File: src/rtl/memoria_fifo_param.sv
// Parametrised synchronous FIFO with inferred RAM, level/threshold flags and sticky error flags.
// Define FIFO_FWFT_EN for first-word-fall-through output; default build uses one-cycle registered reads.
module memoria_fifo_param #(
  parameter int DATA_W    = 16,
  parameter int ADDR_W    = 4,
  parameter int AF_THRESH = 2**ADDR_W - 2,
  parameter int AE_THRESH = 1
) (
  input  logic              clk_i,
  input  logic              rst_ni,
  input  logic              clr_i,
  input  logic [DATA_W-1:0] dato_in_i,
  input  logic              wr_en_i,
  input  logic              ready_i,
  input  logic              rd_en_i,
  output logic [DATA_W-1:0] dato_o,
  output logic              valid_o,
  output logic              full_o,
  output logic              empty_o,
  output logic              almost_full_o,
  output logic              almost_empty_o,
  output logic [ADDR_W:0]   level_o,
  output logic              overflow_o,
  output logic              underflow_o
);

  localparam int              DEPTH    = 2**ADDR_W;
  localparam logic [ADDR_W:0] FULL_LVL = (ADDR_W+1)'(DEPTH);
  localparam logic [ADDR_W:0] AF_LVL   = (ADDR_W+1)'(AF_THRESH);
  localparam logic [ADDR_W:0] AE_LVL   = (ADDR_W+1)'(AE_THRESH);

  logic [DATA_W-1:0] mem [DEPTH];
  logic [ADDR_W-1:0] wr_ptr, rd_ptr, rd_ptr_nxt;
  logic [ADDR_W:0]   level, level_nxt;
  logic              push, push_ok, pop_ok;
  logic              full_flag, empty_flag, af_flag, ae_flag, ovf_flag, udf_flag;
  logic [DATA_W-1:0] rd_data_p0, rd_data_p1;
  logic              vld_p0, vld_p1;

  // Stage p0: acceptance, next-state level and next output word
  always_comb begin
    push       = wr_en_i & ready_i;
    pop_ok     = rd_en_i & ~empty_flag & ~clr_i;
    push_ok    = push & (~full_flag | pop_ok) & ~clr_i;
    rd_ptr_nxt = pop_ok ? rd_ptr + ADDR_W'(1) : rd_ptr;
    level_nxt  = level;
    case ({push_ok, pop_ok})
      2'b10:   level_nxt = level + (ADDR_W+1)'(1);
      2'b01:   level_nxt = level - (ADDR_W+1)'(1);
      default: level_nxt = level;
    endcase
`ifdef FIFO_FWFT_EN
    // Head is the incoming word when nothing else survives this edge.
    vld_p0 = (level_nxt != '0);
    if (level_nxt == '0)
      rd_data_p0 = '0;
    else if (level == (ADDR_W+1)'(pop_ok))
      rd_data_p0 = dato_in_i;
    else
      rd_data_p0 = mem[rd_ptr_nxt];
`else
    vld_p0     = pop_ok;
    rd_data_p0 = pop_ok ? mem[rd_ptr] : '0;
`endif
  end

  always_ff @(posedge clk_i) begin
    if (push_ok) mem[wr_ptr] <= dato_in_i;
  end

  // Stage p1: registered pointers, level, flags and output word
  always_ff @(posedge clk_i or negedge rst_ni) begin
    if (!rst_ni) begin
      wr_ptr     <= '0;
      rd_ptr     <= '0;
      level      <= '0;
      full_flag  <= 1'b0;
      empty_flag <= 1'b1;
      af_flag    <= 1'b0;
      ae_flag    <= 1'b1;
      ovf_flag   <= 1'b0;
      udf_flag   <= 1'b0;
      rd_data_p1 <= '0;
      vld_p1     <= 1'b0;
    end else if (clr_i) begin
      wr_ptr     <= '0;
      rd_ptr     <= '0;
      level      <= '0;
      full_flag  <= 1'b0;
      empty_flag <= 1'b1;
      af_flag    <= 1'b0;
      ae_flag    <= 1'b1;
      ovf_flag   <= 1'b0;
      udf_flag   <= 1'b0;
      rd_data_p1 <= '0;
      vld_p1     <= 1'b0;
    end else begin
      if (push_ok) wr_ptr <= wr_ptr + ADDR_W'(1);
      rd_ptr     <= rd_ptr_nxt;
      level      <= level_nxt;
      full_flag  <= (level_nxt == FULL_LVL);
      empty_flag <= (level_nxt == '0);
      af_flag    <= (level_nxt >= AF_LVL);
      ae_flag    <= (level_nxt <= AE_LVL);
      ovf_flag   <= ovf_flag | (push & ~push_ok);
      udf_flag   <= udf_flag | (rd_en_i & empty_flag);
      rd_data_p1 <= rd_data_p0;
      vld_p1     <= vld_p0;
    end
  end

  assign dato_o         = rd_data_p1;
  assign valid_o        = vld_p1;
  assign full_o         = full_flag;
  assign empty_o        = empty_flag;
  assign almost_full_o  = af_flag;
  assign almost_empty_o = ae_flag;
  assign level_o        = level;
  assign overflow_o     = ovf_flag;
  assign underflow_o    = udf_flag;

endmodule

File: config.mk
export PLATFORM = sky130hd
export DESIGN_NAME = memoria_fifo_param
export DESIGN_NICKNAME = d
export VERILOG_FILES = /design/src/rtl/memoria_fifo_param.sv
export SDC_FILE = /design/constraint.sdc
export NUM_CORES = 1
export LEC_CHECK = 0
export BUFFER_PORTS_ARGS = -buffer_cell sky130_fd_sc_hd__buf_2
export CORE_MARGIN = 5
export CORE_UTILIZATION = 55
export CTS_CLUSTER_SIZE = 24
export DETAILED_ROUTE_END_ITERATION = 12
export HOLD_SLACK_MARGIN = 0.08
export PLACE_DENSITY = 0.77
export SLEW_MARGIN = 20
export SYNTH_ARGS = -nofsm -noshare
export SYNTH_HDL_FRONTEND = slang
export SYNTH_SLANG_ARGS = --single-unit
File: constraint.sdc
create_clock -name clk_i -period 3.3 [get_ports clk_i]
set_input_delay 0.33 -clock clk_i [delete_from_list [all_inputs] [get_ports clk_i]]
set_output_delay 0.33 -clock clk_i [all_outputs]
set_load 0.05 [all_outputs]
==> qor.txt <==
Fmax - 316 MHz
Maximum VDD drop - 0.000549 V
Critical Path End - empty_o
Commonest cells after routing, fill and taps aside - 256 x edfxtp_1, 67 x mux4_2, 49 x buf_2
# fillers - 1,288
Die width - 154 um
Synthesized flop and latch total - 292
Die area - 23,900 um2
Synth Instances - 530
HP Class - in2reg
Mapped cell area - 11,500 um2
Async S/R FF share, synth - 12.3%
Sequential area share after synthesis - 74.9%
Top cell type's share of synthesized area - 67.0%
DR vias - 5,538
H-tree depth - 1
Launch point of the worst reg-to-reg path - empty_o
CTS buffer count - 28
Non-filler instance count after layout - 909
Yosys warns - 0
R2R depth - 11
Initial antenna violation count - 1
Cell Rows - 52
Kind of critical path - reg2reg
Crit-path max FO - 5
DRC viols - 0
Yosys cell types - 46
Final setup fails - 0
Clock latency on the worst-skew pair - 0.54 ns
Bufs and invs on worst path - 1
Placed Cells - 854
Hold Vio Cnt, Final - 0
Die height - 154 um
I/O pin count - 50
Delay-heaviest family, CP - compound AO/OA/AOI/OAI gates
Worst setup path start - empty_o
Mean Syn Cell Area - 21.7 um2
Final core occ - 64.8%
CTS root buffer - clkbuf_16
TritonCTS clock tree - yes
First-pass GRT wire length - 35.8 mm
Setup TNS - 0 ns
Critical Path AT - 3.59 ns
DR WL/cell - 25.9 um
Vias in the first global route - 5,857
Final period utilization - 95.9%
Synth top area cells - edfxtp_1 67%, mux4_2 13%, dfrtp_1 7.4%
Clock Sinks - 292
CP required - 3.73 ns
Worst Setup Start Kind - flip-flop
Final wirelength - 23.5 mm
Critical R2R Capture - empty_o
Largest net degree at the start of global routing - 37
Initial DRC Count - 518
Slew Limit Fails - 0
Crit path depth - 11
Share of cells above drive strength 1 - 35.1%
GRT Util Overall - 20.1%
Pleak - 4.48 nW
Slew margin rel. - 26.0%
CORE AREA - 20,400 um2
Setup crit end kind - flip-flop
Crit-path max cell delay - 0.40 ns
EDFF count, synth - 256
Most common cell after layout, fill and taps aside - edfxtp_1
Syn-to-layout area delta - 15.0%
NumNets Final - 646
Slew @ Worst Pin - 1.11 ns
DP HPWL - 13.5 mm
Outcome - finished, final reports clean
CP max stage cell - a2111oi_2
Drt pass-1 iters - 4
Clock Path Buffers - 3
Grt ovf - 0
Worst R2R Setup Slack - 0.14 ns
Worst-path clk slew - 0.06 ns
Power density cells - 593 nW/um2
Post-CTS setup buffers - 0
Ys flop type - edfxtp_1
GPL Wtd Cong - 0.869
Setup Skew - 0.0180 ns
Starting Density - 56.4%
Number of port buffers - 49
Area leader, netlist - edfxtp_1
Max-cap violations - 0
Vias/cell - 6.09
ANT nets after route - 0
Crit-path cells - nand2b_1 -> a211oi_2 -> inv_1 -> ha_1 -> xor2_1 -> ha_1 -> a21oi_2 -> xnor3_1 -> a2111oi_2 -> a211oi_1 -> a2111oi_2
Post-layout min period - 3.16 ns
Post-synthesis net count - 560
-- where the power goes --
| part | total (mW) | internal (mW) | switching [mW] |
|---|---|---|---|
| Combinational | 0.463 | 0.205 | 0.258 |
| Clock | 3.28 | 1.97 | 1.31 |
| Sequential | 4.08 | 4.05 | 0.0316 |
-- through the flow --
step           setup slack, ns  instance area, um2  hold WS (ns)  power (mW)
4_1_cts                  0.100               13200         0.101        7.88
2_1_floorplan           0.0487               11500        0.0344        4.49
5_1_grt               -0.00841               13200         0.137        8.09
3_3_place_gp             0.310               12200         0.480        4.59
6_report                 0.136               13200         0.117        7.83
3_5_place_dp           -0.0489               12200         0.482        4.61
-- worst min-delay path by stage --
stage,slack (ns),endpoint,cells after the start,from
CTS,0.10,overflow_o,3,ready_i
global placement,0.48,dato_o[10],1,rst_ni
global route,0.14,overflow_o,3,ready_i
floorplan,0.03,almost_full_o,0,rst_ni
finish,0.12,overflow_o,3,ready_i
detailed placement,0.48,underflow_o,2,underflow_o
-- cells in the mapped netlist (all sizes together), types with 2 or more instances --
master	instances
nor3b	2
buf	17
edfxtp	256
inv	7
nor3	7
a21oi	7
and4b	2
o21ai	3
a211oi	4
nor2	30
a31o	2
nand2	11
clkbuf	10
mux4	80
nand2b	3
nand4	2
and2	16
dfstp	2
nor2b	3
ha	8
xnor2	3
a2111oi	3
xor2	7
dfrtp	34
-- cells by family after synthesis --
group	count (synthesis)	synth area share [%]
multiplexers	82	16.3
adder cells (fa/ha/maj)	8	0.872
AO/OA/AOI/OAI	23	1.48
flip-flops	292	74.9
XOR/XNOR	11	0.959
buffers and inverters	34	2.03
AND/OR/NAND/NOR	80	3.49
-- layer usage --
metal / vias to the layer above / GRT usage, % / wire length [um]
met5: - / 0 / 0
met4: 0 / 5.85 / 491
met3: 37 / 2.21 / 1210
met2: 203 / 34.7 / 12500
met1: 2951 / 27.4 / 9360
li1: 2347 / - / -
-- final cells by class --
type | instances | area (um2) | area share, %
multi-input combinational | 204 | 2720 | 20.6
timing repair buffer | 83 | 543 | 4.11
inverter | 7 | 26.3 | 0.199
tap | 270 | 338 | 2.56
clock buffer | 37 | 816 | 6.18
sequential | 292 | 8600 | 65.1
clock inverter | 15 | 160 | 1.21
antenna | 1 | 2.50 | 0.0190
-- flip-flops by register name, summed over array words and instances (netlist names) --
register,count
almost_full_o,1
underflow_o,1
empty_o,1
level_o,5
rd_ptr,4
full_o,1
wr_ptr,4
overflow_o,1
almost_empty_o,1
mem,256
valid_o,1
dato_o,16
-- what timing repair did --
action                                 CTS  global route
endpoints found under the hold margin   35             0
pin swaps                                0             1
gates resized for setup                  2             2
gates cloned                             0             0
setup endpoints to repair                1             2
hold buffers                             2             0
-- worst reg2reg max path: cells and delay by family (launching register included) --
kind	cells	cell delay [ns]
compound gates	5	1.37
xor+xnor	2	0.48
fa+ha+maj	2	0.49
buf+inv	1	0.11
flops	1	0.39
simple gates	1	0.20
(Power assumes the default switching activity.)
